<file path="src/rtl/vga_timing_counter.sv">
// vga_timing_counter: pixel-position generator for the VGA text pipeline.
// Divides CLK down to the pixel rate and produces the horizontal and vertical
// counters, the line/frame strobes, the active-video flag and the cursor blink.
module vga_timing_counter #(
    parameter int CLK_DIV      = 2,
    parameter int H_SYNC       = 96,
    parameter int H_BACK       = 48,
    parameter int H_ACTIVE     = 640,
    parameter int H_TOTAL      = 800,
    parameter int V_SYNC       = 2,
    parameter int V_BACK       = 33,
    parameter int V_ACTIVE     = 480,
    parameter int V_TOTAL      = 525,
    parameter int BLINK_FRAMES = 30
) (
    input  logic       CLK,
    input  logic       RST,
    output logic [9:0] horiz_c,
    output logic [9:0] vert_c,
    output logic       pix_en,
    output logic       line_end,
    output logic       frame_end,
    output logic       active,
    output logic       blink
);

    // Parameter sanity: geometry must fit the 10-bit counters and the
    // porch/active sums must fit inside the totals.
    if (CLK_DIV < 1 || CLK_DIV > 15) begin : g_bad_clk_div
        $error("CLK_DIV must be in 1..15");
    end
    if (BLINK_FRAMES < 1 || BLINK_FRAMES > 63) begin : g_bad_blink
        $error("BLINK_FRAMES must be in 1..63");
    end
    if (H_TOTAL < 1 || H_TOTAL > 1024 || H_SYNC + H_BACK + H_ACTIVE > H_TOTAL) begin : g_bad_h
        $error("horizontal geometry does not fit H_TOTAL / 10-bit counter");
    end
    if (V_TOTAL < 1 || V_TOTAL > 1024 || V_SYNC + V_BACK + V_ACTIVE > V_TOTAL) begin : g_bad_v
        $error("vertical geometry does not fit V_TOTAL / 10-bit counter");
    end

    localparam logic [3:0] DIV_LAST   = 4'(CLK_DIV - 1);
    localparam logic [9:0] H_LAST     = 10'(H_TOTAL - 1);
    localparam logic [9:0] V_LAST     = 10'(V_TOTAL - 1);
    localparam logic [9:0] H_START    = 10'(H_SYNC + H_BACK);
    localparam logic [9:0] H_END      = 10'(H_SYNC + H_BACK + H_ACTIVE - 1);
    localparam logic [9:0] V_START    = 10'(V_SYNC + V_BACK);
    localparam logic [9:0] V_END      = 10'(V_SYNC + V_BACK + V_ACTIVE - 1);
    localparam logic [5:0] BLINK_LAST = 6'(BLINK_FRAMES - 1);

    logic [3:0] presc_reg;
    logic       pix_en_reg;
    logic [9:0] horiz_reg;
    logic [9:0] vert_reg;
    logic [5:0] frame_cnt_reg;
    logic       blink_reg;

    // Prescaler: pix_en is registered so it is a clean one-CLK strobe that
    // appears on the edge where the prescaler wraps.
    always_ff @(posedge CLK or posedge RST) begin
        if (RST) begin
            presc_reg  <= 4'd0;
            pix_en_reg <= 1'b0;
        end else begin
            presc_reg  <= (presc_reg == DIV_LAST) ? 4'd0 : presc_reg + 4'd1;
            pix_en_reg <= (presc_reg == DIV_LAST);
        end
    end

    // Raster counters: advance on the edge that samples pix_en high; vertical
    // steps only when horizontal wraps, so both reach 0 on the same edge.
    always_ff @(posedge CLK or posedge RST) begin
        if (RST) begin
            horiz_reg <= 10'd0;
            vert_reg  <= 10'd0;
        end else if (pix_en_reg) begin
            if (horiz_reg == H_LAST) begin
                horiz_reg <= 10'd0;
                vert_reg  <= (vert_reg == V_LAST) ? 10'd0 : vert_reg + 10'd1;
            end else begin
                horiz_reg <= horiz_reg + 10'd1;
            end
        end
    end

    // Blink: count frames and flip the blink level each time the count wraps.
    always_ff @(posedge CLK or posedge RST) begin
        if (RST) begin
            frame_cnt_reg <= 6'd0;
            blink_reg     <= 1'b0;
        end else if (frame_end) begin
            if (frame_cnt_reg == BLINK_LAST) begin
                frame_cnt_reg <= 6'd0;
                blink_reg     <= ~blink_reg;
            end else begin
                frame_cnt_reg <= frame_cnt_reg + 6'd1;
            end
        end
    end

    // Strobes and active flag decode registered state only, so they cannot
    // glitch within a CLK period; strobes are qualified by pix_en.
    always_comb begin
        line_end  = pix_en_reg && (horiz_reg == H_LAST);
        frame_end = line_end && (vert_reg == V_LAST);
        active    = (horiz_reg >= H_START) && (horiz_reg <= H_END) &&
                    (vert_reg >= V_START) && (vert_reg <= V_END);
    end

    assign horiz_c = horiz_reg;
    assign vert_c  = vert_reg;
    assign pix_en  = pix_en_reg;
    assign blink   = blink_reg;

endmodule

</file>
<file path="config.mk">
export PLATFORM = sky130hd
export DESIGN_NAME = vga_timing_counter
export DESIGN_NICKNAME = d
export VERILOG_FILES = /design/src/rtl/vga_timing_counter.sv
export SDC_FILE = /design/constraint.sdc
export NUM_CORES = 1
export LEC_CHECK = 0
export CORE_MARGIN = 2
export CORE_UTILIZATION = 57
export CTS_BUF_LIST = sky130_fd_sc_hd__clkbuf_16
export DETAILED_ROUTE_END_ITERATION = 8
export GPL_TIMING_DRIVEN = 0
export PLACE_DENSITY = 0.84
export SLEW_MARGIN = 10
export SYNTH_ARGS = -nofsm -noshare
export SYNTH_HDL_FRONTEND = slang
export SYNTH_SLANG_ARGS = --single-unit
</file>
<file path="constraint.sdc">
create_clock -name CLK -period 4.2 [get_ports CLK]
set_input_delay 0.84 -clock CLK [delete_from_list [all_inputs] [get_ports CLK]]
set_output_delay 0.84 -clock CLK [all_outputs]
set_load 0.02 [all_outputs]
</file>
## Yosys cells after proc, flatten, opt, wreduce, memory -nomap -nowiden

Cells that the tools add are included.

| word-level totals | value |
|---|---|
| register bits | 32 |
| latch bits | 0 |
| RAM bits | 0 |
| memory bits (read-only) | 0 |
| input bits | 2 |
| output and inout port bits | 25 |
| logic and storage cells | 30 |
| memories kept | 0 |

| operators by class | value |
|---|---|
| add/sub/neg operators | 4 |
| multiply operators | 0 |
| div/mod/pow operators | 0 |
| magnitude comparators | 4 |
| equal/unequal tests | 4 |
| shift operators | 0 |
| mux-type cells | 4 |
| bitwise gates (word level) | 1 |
| reductions and logical operators | 7 |

Operators with widths:

| cell | number |
|---|---|
| adder 10 x 1 -> 10 bit (second input constant) | 2 |
| equality test 10 bit (second input constant) | 2 |
| <= comparator 10 bit (second input constant) | 2 |
| two-way mux 10 bit | 2 |
| greater-or-equal comparator 10 x 6 -> 1 bit (second input constant) | 1 |
| greater-or-equal comparator 10 x 8 -> 1 bit (second input constant) | 1 |
| adder 6 x 1 -> 6 bit (second input constant) | 1 |
| equality test 6 x 5 -> 1 bit (second input constant) | 1 |
| two-way mux 6 bit | 1 |
| logical AND 1 bit | 5 |
| adder 4 x 1 -> 4 bit (second input constant) | 1 |
| equality test 4 x 1 -> 1 bit (second input constant) | 1 |
| two-way mux 4 bit | 1 |
| AND reduction 2 bit | 2 |
| inverter 1 bit | 1 |

## Depth between registers and ports, before layout

Gate-level depths: netlist of the first run.

| logic depth | value |
|---|---|
| depth in word-level cells | 4 |
| gate-level depth with buffers | 8 |
| mapped depth without buffers | 7 |

## Worst setup path before layout of the first run

No wires, ideal clock.

| timing path | value |
|---|---|
| path kind | register to output |
| start point | register vert_reg[1], in the netlist vert_c[1] |
| end point | output active |
| arrival time | 1611 ps |
| data required time | 3360 ps |
| setup slack | 1749 ps |
| stages on the path, launching flop included | 6 |
| buffers on the path | 0 |
| cells stage by stage | dfrtp_1 ha_1 o41ai_1 a21oi_1 a41oi_1 a311oi_1 |

| between the ends | value |
|---|---|
| cells in the longest elaborated chain, start to end | 3 |
| elaborated cells on any way between the ends | 4 |
| classes of those cells | order compare (2); reduce/logical (2) |

RTL lines:

| element | line | source |
|---|---|---|
| start: declaration | 54 | `logic [9:0] vert_reg;` |
| start signal: assignment | 79 | `vert_reg <= (vert_reg == V_LAST) ? 10'd0 : vert_reg + 10'd1;` |
| greater-or-equal comparator 10 x 6 -> 1 bit | 107 | `(vert_reg >= V_START) && (vert_reg <= V_END);` |
| logical AND 1 bit | 106 | `active = (horiz_reg >= H_START) && (horiz_reg <= H_END) &&` |
| logical AND 1 bit (*) | 107 |  |
| end: declaration | 23 | `output logic active,` |

Mark *: on every way between the ends. The rest lies on a longest branch, timed or not.

## Worst setup path after layout of the first run

| timing path | value |
|---|---|
| start point | register vert_reg[0], in the netlist vert_c[0] |
| end point | output frame_end |

| between the ends | value |
|---|---|
| cells in the longest elaborated chain, start to end | 2 |

RTL lines:

| element | line | source |
|---|---|---|
| equality test 10 bit | 105 | `frame_end = line_end && (vert_reg == V_LAST);` |
| logical AND 1 bit | 105 |  |
| end: declaration | 22 | `output logic frame_end,` |

No other way between the ends.

==> results of run 1 <==
critical path: stages, from the launching register on:
cell and delay (ns):
sky130_fd_sc_hd__dfrtp_1 0.42, sky130_fd_sc_hd__inv_1 0.17, sky130_fd_sc_hd__ha_1 0.17, sky130_fd_sc_hd__and3_1 0.17
sky130_fd_sc_hd__nand4_2 0.25, sky130_fd_sc_hd__or2_2 0.40, sky130_fd_sc_hd__inv_2 0.15, sky130_fd_sc_hd__clkdlybuf4s50_1 0.62
power by group through the flow:
stage | clock, W | sequential, W | combinational (W)
after floorplan | 0 | 0.000314 | 0.00000455
after global placement | 0 | 0.000314 | 0.00000691
after detailed placement | 0 | 0.000314 | 0.00000713
after CTS | 0.000344 | 0.000309 | 0.00000712
after global routing | 0.000358 | 0.000308 | 0.00000810
final | 0.000339 | 0.000309 | 0.00000666
path summary, 6_finish.rpt:
path | slack (ns) | start | end | depth (start not counted)
hold / removal | 0.48 | blink$_DFFE_PP0P_ | blink$_DFFE_PP0P_ | 1
max in group asynchronous | 2.81 | RST | frame_cnt_reg[1]$_DFFE_PP0P_ | 2
setup / recovery | 0.72 | vert_c[0]$_DFFE_PP0P_ | frame_end | 7
hold reg to reg | 0.48 | blink$_DFFE_PP0P_ | blink$_DFFE_PP0P_ | 1
min in group asynchronous | 0.97 | RST | vert_c[7]$_DFFE_PP0P_ | 2
setup reg to reg | 1.99 | vert_c[0]$_DFFE_PP0P_ | frame_cnt_reg[0]$_DFFE_PP0P_ | 7
cell type report:
class	count	area, um2
Timing Repair Buffer	26	260.3
Clock buffer	5	125.1
Inverter	12	45.04
Buffer	3	20.02
Fill cell	190	671.9
Clock inverter	3	13.76
Sequential cell	32	800.8
Tap cell	31	38.79
Multi-Input combinational cell	115	805.8
per-layer routing:
layer / up-vias / GRT usage / wire length [um]
met2: 40 / 0.4042 / 1833
met1: 666 / 0.3130 / 1564
met4: 0 / 0.08638 / 66
li1: 640 / - / -
met3: 8 / 0.07813 / 170
met5: - / 0 / 0
logic make-up after synthesis:
family,share of synthesized area
adder cells (fa/ha/maj),0.05239
buffers and inverters,0.03891
AO/OA/AOI/OAI,0.09431
AND/OR/NAND/NOR,0.2081
flip-flops,0.4790
XOR/XNOR,0.08907
multiplexers,0.03817
cells in the mapped netlist, drive strengths merged, types with 2 or more instances:
master | number | area share
inv | 12 | 0.027
and4 | 2 | 0.010
mux2i | 3 | 0.018
nor4 | 2 | 0.0075
and3 | 5 | 0.019
dfrtp | 32 | 0.48
mux2 | 3 | 0.020
o21ai | 6 | 0.018
nor3 | 7 | 0.024
xor2 | 4 | 0.021
ha | 7 | 0.052
buf | 2 | 0.0097
a21oi | 6 | 0.020
o31ai | 6 | 0.027
nand2 | 8 | 0.018
nand3 | 10 | 0.033
a21boi | 2 | 0.0090
nor2 | 13 | 0.029
xnor2 | 13 | 0.068
nand4 | 7 | 0.030
through the flow:
step	cells	setup slack (ns)	util
after floorplan	162	1.749	-
after global placement	219	1.169	0.7085
after detailed placement	219	1.083	0.7085
after CTS	227	0.7138	0.7584
after global routing	227	0.6187	0.7584
final	227	0.7161	0.7584
==> Implementation_results.wiki, run 1 <==
{| class="wikitable"
! Metric !! Value
|-
| Worst Skew || 0.003088 ns
|-
| Switching share of power || 0.1986
|-
| Maxcap violations || 0
|-
| Number of instances in the synthesized netlist || 162
|-
| Chip Height || 58.16 um
|-
| Die Span X || 58.16 um
|-
| CTS tree || done
|-
| Most common cell after layout, fill and taps aside || sky130_fd_sc_hd__dfrtp_1
|-
| Fin. Hold Viols || 0
|-
| Internal Power || 0.0005243 W
|-
| Source-to-sink clock delay at the later pin of the worst-skew pair || 0.28 ns
|-
| Required time of the worst setup path || 3.36 ns
|-
| Status || completed
|-
| Dpl hpwl || 2433 um
|-
| Total power draw || 0.0006542 W
|-
| Combinational power share || 0.010
|-
| Number of vias per cell || 5.965
|-
| Grt total ovfl || 0
|-
| Share of final-layout standard cells stronger than drive strength 1 || 0.1122
|-
| Timing-limited maximum frequency || 287.0 MHz
|-
| Post-cts sizing count || 0
|-
| Number of synthesized flops with an enable pin || 0
|-
| Number of setup violations in the final report || 0
|-
| Port-buffer cells || 26
|-
| Number of routed nets with antenna violations || 0
|-
| Post-route standard cell area excluding fillers || 0.002110 mm2
|-
| Share of synthesized registers carrying an async set or reset || 1.000
|-
| Root buffer selected by CTS || sky130_fd_sc_hd__clkbuf_16
|-
| Worst slew pin tran || 0.6483 ns
|-
| Tcrit/Tclk final || 0.8295
|-
| Last weighted congestion value of the routability-driven placer || 0.7610
|-
| Leakage dissipation || 0.9157 nW
|-
| Relative contribution of sequential cells to total power || 0.472
|-
| Initial antenna violation count || 0
|-
| Max Fanout on Critical Path || 8
|-
| CTS Sinks || 32
|-
| Initial Utilization || 0.6010
|-
| Final net count || 204
|-
| Min Tclk post-route || 3.484 ns
|-
| Level count of the clock H-tree || 2
|-
| Syn_nets || 171
|-
| Number of placed I/O pins || 27
|-
| Row count || 19
|-
| Area of the die || 0.003382 mm2
|-
| Synthesis-to-finish area growth || 26.20%
|-
| Initial detailed-routing violation count || 61
|-
| First-pass GRT wire length || 6237 um
|-
| Std-Cell Core Area || 0.002781 mm2
|-
| Max_slew headroom || 0.5672
|-
| Worst-case vdd ir drop || 0.3601 mV
|-
| Vias in the first global route || 1358
|-
| Max Slew Vio Count || 0
|-
| Total power per unit cell area || 310.1 mW/mm2
|-
| Class of the most critical hold timing path || flip-flop to flip-flop
|-
| Crit Path Category || flip-flop to output pin
|-
| Dominant register cell in the synthesized netlist || sky130_fd_sc_hd__dfrtp_1
|-
| Number of buffers added by the clock tree synthesis step || 5
|-
| Clock-pin slew of the registers on the worst-case setup and hold paths || 0.05 ns
|-
| Critical path launch point type || flip-flop
|-
| Routed Wire Length || 3634 um
|-
| Worst setup EP type || output pin
|-
| Antenna Cells || 0
|-
| Syn. warnings || 0
|-
| Unrepaired setup endpoints after global routing || false
|-
| Register bit count reported by yosys || 32
|-
| # hold bufs at CTS || 0
|-
| Largest net degree at the start of global routing || 33
|-
| Avg Cell Area, Syn || 10.32 um2
|-
| Psw || 0.0001299 W
|-
| Wire per inst || 16.01 um
|-
| Total number of vias || 1354
|-
| Worst-case clock buffer depth || 2
|-
| Worst hold margin || 0.4772 ns
|-
| Setup total negative slack || 0 ns
|-
| Post-synthesis cell type count || 39
|-
| Proportion of synthesized chip area in sequential cells || 0.4790
|-
| Mapped cell area || 0.001672 mm2
|-
| Endpoint arrival time on the critical path || 2.64 ns
|-
| Setup fix buffers added after clock tree synthesis || 0
|-
| Length of the first detailed-routing pass in iterations || 4
|-
| Commonest cells after routing, fill and taps aside || sky130_fd_sc_hd__dfrtp_1 (32), sky130_fd_sc_hd__clkdlybuf4s50_1 (26), sky130_fd_sc_hd__nor2_1 (13), sky130_fd_sc_hd__xnor2_1 (13), sky130_fd_sc_hd__inv_1 (10)
|-
| Global router's overall resource usage || 0.2482
|-
| Placed standard-cell area || 0.001971 mm2
|-
| Detailed-route DRC error count || 0
|-
| Clk network pwr share || 0.518
|}
No activity file was read; power rests on OpenSTA's default activity.
==> inputs of run 2 (changes only) <==
CORE_UTILIZATION = 52   (was 57)
PLACE_DENSITY = 0.78   (was 0.84)
clock period = 3.6 ns   (was 4.2 ns; I/O delays follow)
==> run 2 against run 1 <==
Count of clock-buffer cells in the layout unchanged; hold slack worse by 0.015 ns; die area rose by 8.9%; via count down 1.1%; final cell count up 5.7%; flip-flop and latch count did not move; critical path type unchanged; critical endpoint unchanged; largest cell class unchanged.
==> Implementation_results.wiki, run 2 (synthesized netlist as in run 1, its figures left out) <==
{| class="wikitable"
! Metric !! Value
|-
| Status || completed
|-
| Worst-case vdd ir drop || 0.3797 mV (+5.4%)
|-
| Port-buffer cells || 26 (unchanged)
|-
| Global router's overall resource usage || 0.2192 (-0.02899)
|-
| Most common cell after layout, fill and taps aside || sky130_fd_sc_hd__dfrtp_1
|-
| Std-Cell Core Area || 0.003053 mm2 (+9.8%)
|-
| Source-to-sink clock delay at the later pin of the worst-skew pair || 0.28 ns (about the same)
|-
| Final cell count without fillers || 240 (+5.7%)
|-
| Worst-case clock buffer depth || 2 (unchanged)
|-
| Fin. Hold Viols || 0 (unchanged)
|-
| Setup total negative slack || 0 ns (unchanged)
|-
| Total number of vias || 1339 (-1.1%)
|-
| Number of placed I/O pins || 27 (unchanged)
|-
| Detailed-route DRC error count || 0 (unchanged)
|-
| Synthesis-to-finish area growth || 27.02%
|-
| Antenna Cells || 0 (unchanged)
|-
| Vias in the first global route || 1252 (-7.8%)
|-
| Class of the most critical hold timing path || flip-flop to flip-flop
|-
| Area of the die || 0.003684 mm2 (+8.9%)
|-
| Initial antenna violation count || 0 (unchanged)
|-
| CTS Sinks || 32 (unchanged)
|-
| Grt total ovfl || 0 (unchanged)
|-
| Chip Height || 60.70 um (+4.4%)
|-
| Initial detailed-routing violation count || 58 (-4.9%)
|-
| Placed standard-cell area || 0.001987 mm2 (+0.83%)
|-
| Psw || 0.0001548 W (+19%)
|-
| Internal Power || 0.0006095 W (+16%)
|-
| Number of setup violations in the final report || 0 (unchanged)
|-
| Die Span X || 60.70 um (+4.4%)
|-
| Timing-limited maximum frequency || 307.3 MHz
|-
| Required time of the worst setup path || 2.88 ns (-0.48 ns)
|-
| Level count of the clock H-tree || 2 (unchanged)
|-
| Clk network pwr share || 0.518 (about the same)
|-
| Startpoint of the worst setup timing path || vert_c[1]$_DFFE_PP0P_
|-
| Max Fanout on Critical Path || 8 (unchanged)
|-
| Number of routed nets with antenna violations || 0 (unchanged)
|-
| Met2 wirelength from detailed routing || 1787 um (-2.5%)
|-
| First-pass GRT wire length || 5796 um (-7.1%)
|-
| Relative contribution of sequential cells to total power || 0.471 (about the same)
|-
| Number of vias per cell || 5.579 (-6.5%)
|-
| Dpl hpwl || 2374 um (-2.4%)
|-
| Routed Wire Length || 3563 um (-2.0%)
|-
| Worst slew pin tran || 0.6518 ns (+0.003559 ns)
|-
| Worst Skew || 0.003890 ns (+0.0008029 ns)
|-
| Endpoint arrival time on the critical path || 2.53 ns (-0.11 ns)
|-
| Max Slew Vio Count || 0 (unchanged)
|-
| Max_slew headroom || 0.5648 (-0.002376)
|-
| Wire per inst || 14.85 um (-7.3%)
|-
| Hold Startpoint || blink$_DFFE_PP0P_
|-
| Clock-pin slew of the registers on the worst-case setup and hold paths || 0.05 ns (about the same)
|-
| Worst setup EP type || output pin
|-
| Crit Path Category || flip-flop to output pin
|-
| Setup fix buffers added after clock tree synthesis || 0 (unchanged)
|-
| Post-route standard cell area excluding fillers || 0.002123 mm2 (+0.65%)
|-
| Min Tclk post-route || 3.254 ns
|-
| Combinational power share || 0.010 (about the same)
|-
| Initial Utilization || 0.5475 (-0.05345)
|-
| CTS tree || done
|-
| Largest net degree at the start of global routing || 33 (unchanged)
|-
| # hold bufs at CTS || 0 (unchanged)
|-
| Final net count || 204 (unchanged)
|-
| Share of final-layout standard cells stronger than drive strength 1 || 0.1020 (-0.01020)
|-
| Top routing layer used || met4
|-
| Critical path launch point type || flip-flop
|-
| Number of buffers added by the clock tree synthesis step || 5 (unchanged)
|-
| Last weighted congestion value of the routability-driven placer || 0.7908 (+3.9%)
|-
| Switching share of power || 0.2026 (+0.004012)
|-
| Root buffer selected by CTS || sky130_fd_sc_hd__clkbuf_16
|-
| Met3 Wirelength || 227 um (+34%)
|-
| Reg2reg start || vert_c[1]$_DFFE_PP0P_
|-
| Row count || 20 (+1)
|-
| Maxcap violations || 0 (unchanged)
|-
| Length of the first detailed-routing pass in iterations || 4 (unchanged)
|-
| Count of placed standard cells including taps || 232 (+5.9%)
|-
| Unrepaired setup endpoints after global routing || false
|-
| Leakage dissipation || 0.9186 nW (+0.31%)
|-
| Tcrit/Tclk final || 0.9040
|-
| Post-cts sizing count || 0 (unchanged)
|-
| Wire length on met1 || 1504 um (-3.8%)
|-
| Commonest cells after routing, fill and taps aside || sky130_fd_sc_hd__dfrtp_1 (32), sky130_fd_sc_hd__clkdlybuf4s50_1 (26), sky130_fd_sc_hd__nor2_1 (13), sky130_fd_sc_hd__xnor2_1 (13), sky130_fd_sc_hd__inv_1 (12)
|-
| Total power per unit cell area || 360.0 mW/mm2 (+16%)
|}
run 2: cell count changes in the layout (fill, tap and decap cells not counted), sizes merged:
cell	change
clkinv	-2
inv	+2
run 2: area by class of cell:
type | instances | area [um2]
multi-input combinational | 115 | 805.8
clock inverter | 3 | 11.26
tap | 44 | 55.05
inverter | 12 | 45.04
fill | 236 | 929.6
clock buffer | 5 | 125.1
buffer | 3 | 20.02
sequential | 32 | 800.8
timing repair buffer | 26 | 260.3
run 2: per-layer routing:
layer,track usage,vias to the layer above
li1,-,637
met1,0.2725,650
met2,0.3487,47
met3,0.08316,5
met4,0.08385,0
met5,0,-
run 2: path summary, 6_finish.rpt:
| path | slack (ns) | end | depth (start not counted) |
|---|---|---|---|
| max in group asynchronous | 2.31 | frame_cnt_reg[5]$_DFFE_PP0P_ | 2 |
| worst max-delay path | 0.35 | frame_end | 7 |
| min in group asynchronous | 0.86 | presc_reg[0]$_DFF_PP0_ | 2 |
| worst min-delay path | 0.46 | blink$_DFFE_PP0P_ | 1 |
| worst min register to register | 0.46 | blink$_DFFE_PP0P_ | 1 |
| worst max register to register | 1.51 | frame_cnt_reg[1]$_DFFE_PP0P_ | 7 |
run 2: through the flow:
stage	hold slack (ns)	setup WS, ns	total power [W]	utilization
finish	0.4624	0.3455	0.0007644	0.6955
global route	0.4848	0.2176	0.0007832	0.6955
CTS	0.4672	0.3548	0.0007661	0.6955
detailed placement	0.4591	0.6535	0.0003746	0.6508
global placement	0.4513	0.6922	0.0003744	0.6508
floorplan	0.4393	1.269	0.0003716	-
run 2: power groups by stage:
stage          clock, W  combinational (W)  sequential [W]
2_1_floorplan         0         0.00000531        0.000366
3_3_place_gp          0         0.00000818        0.000366
3_5_place_dp          0         0.00000836        0.000366
4_1_cts        0.000398         0.00000827        0.000360
5_1_grt        0.000414         0.00000965        0.000360
6_report       0.000396         0.00000785        0.000360
run 2: worst max-delay path, stage by stage (launching register included):
cell                              delay, ns
sky130_fd_sc_hd__dfrtp_1               0.43
sky130_fd_sc_hd__inv_1                 0.14
sky130_fd_sc_hd__ha_1                  0.15
sky130_fd_sc_hd__and3_1                0.16
sky130_fd_sc_hd__nand4_2               0.24
sky130_fd_sc_hd__or2_2                 0.39
sky130_fd_sc_hd__inv_2                 0.13
sky130_fd_sc_hd__clkdlybuf4s50_1       0.62
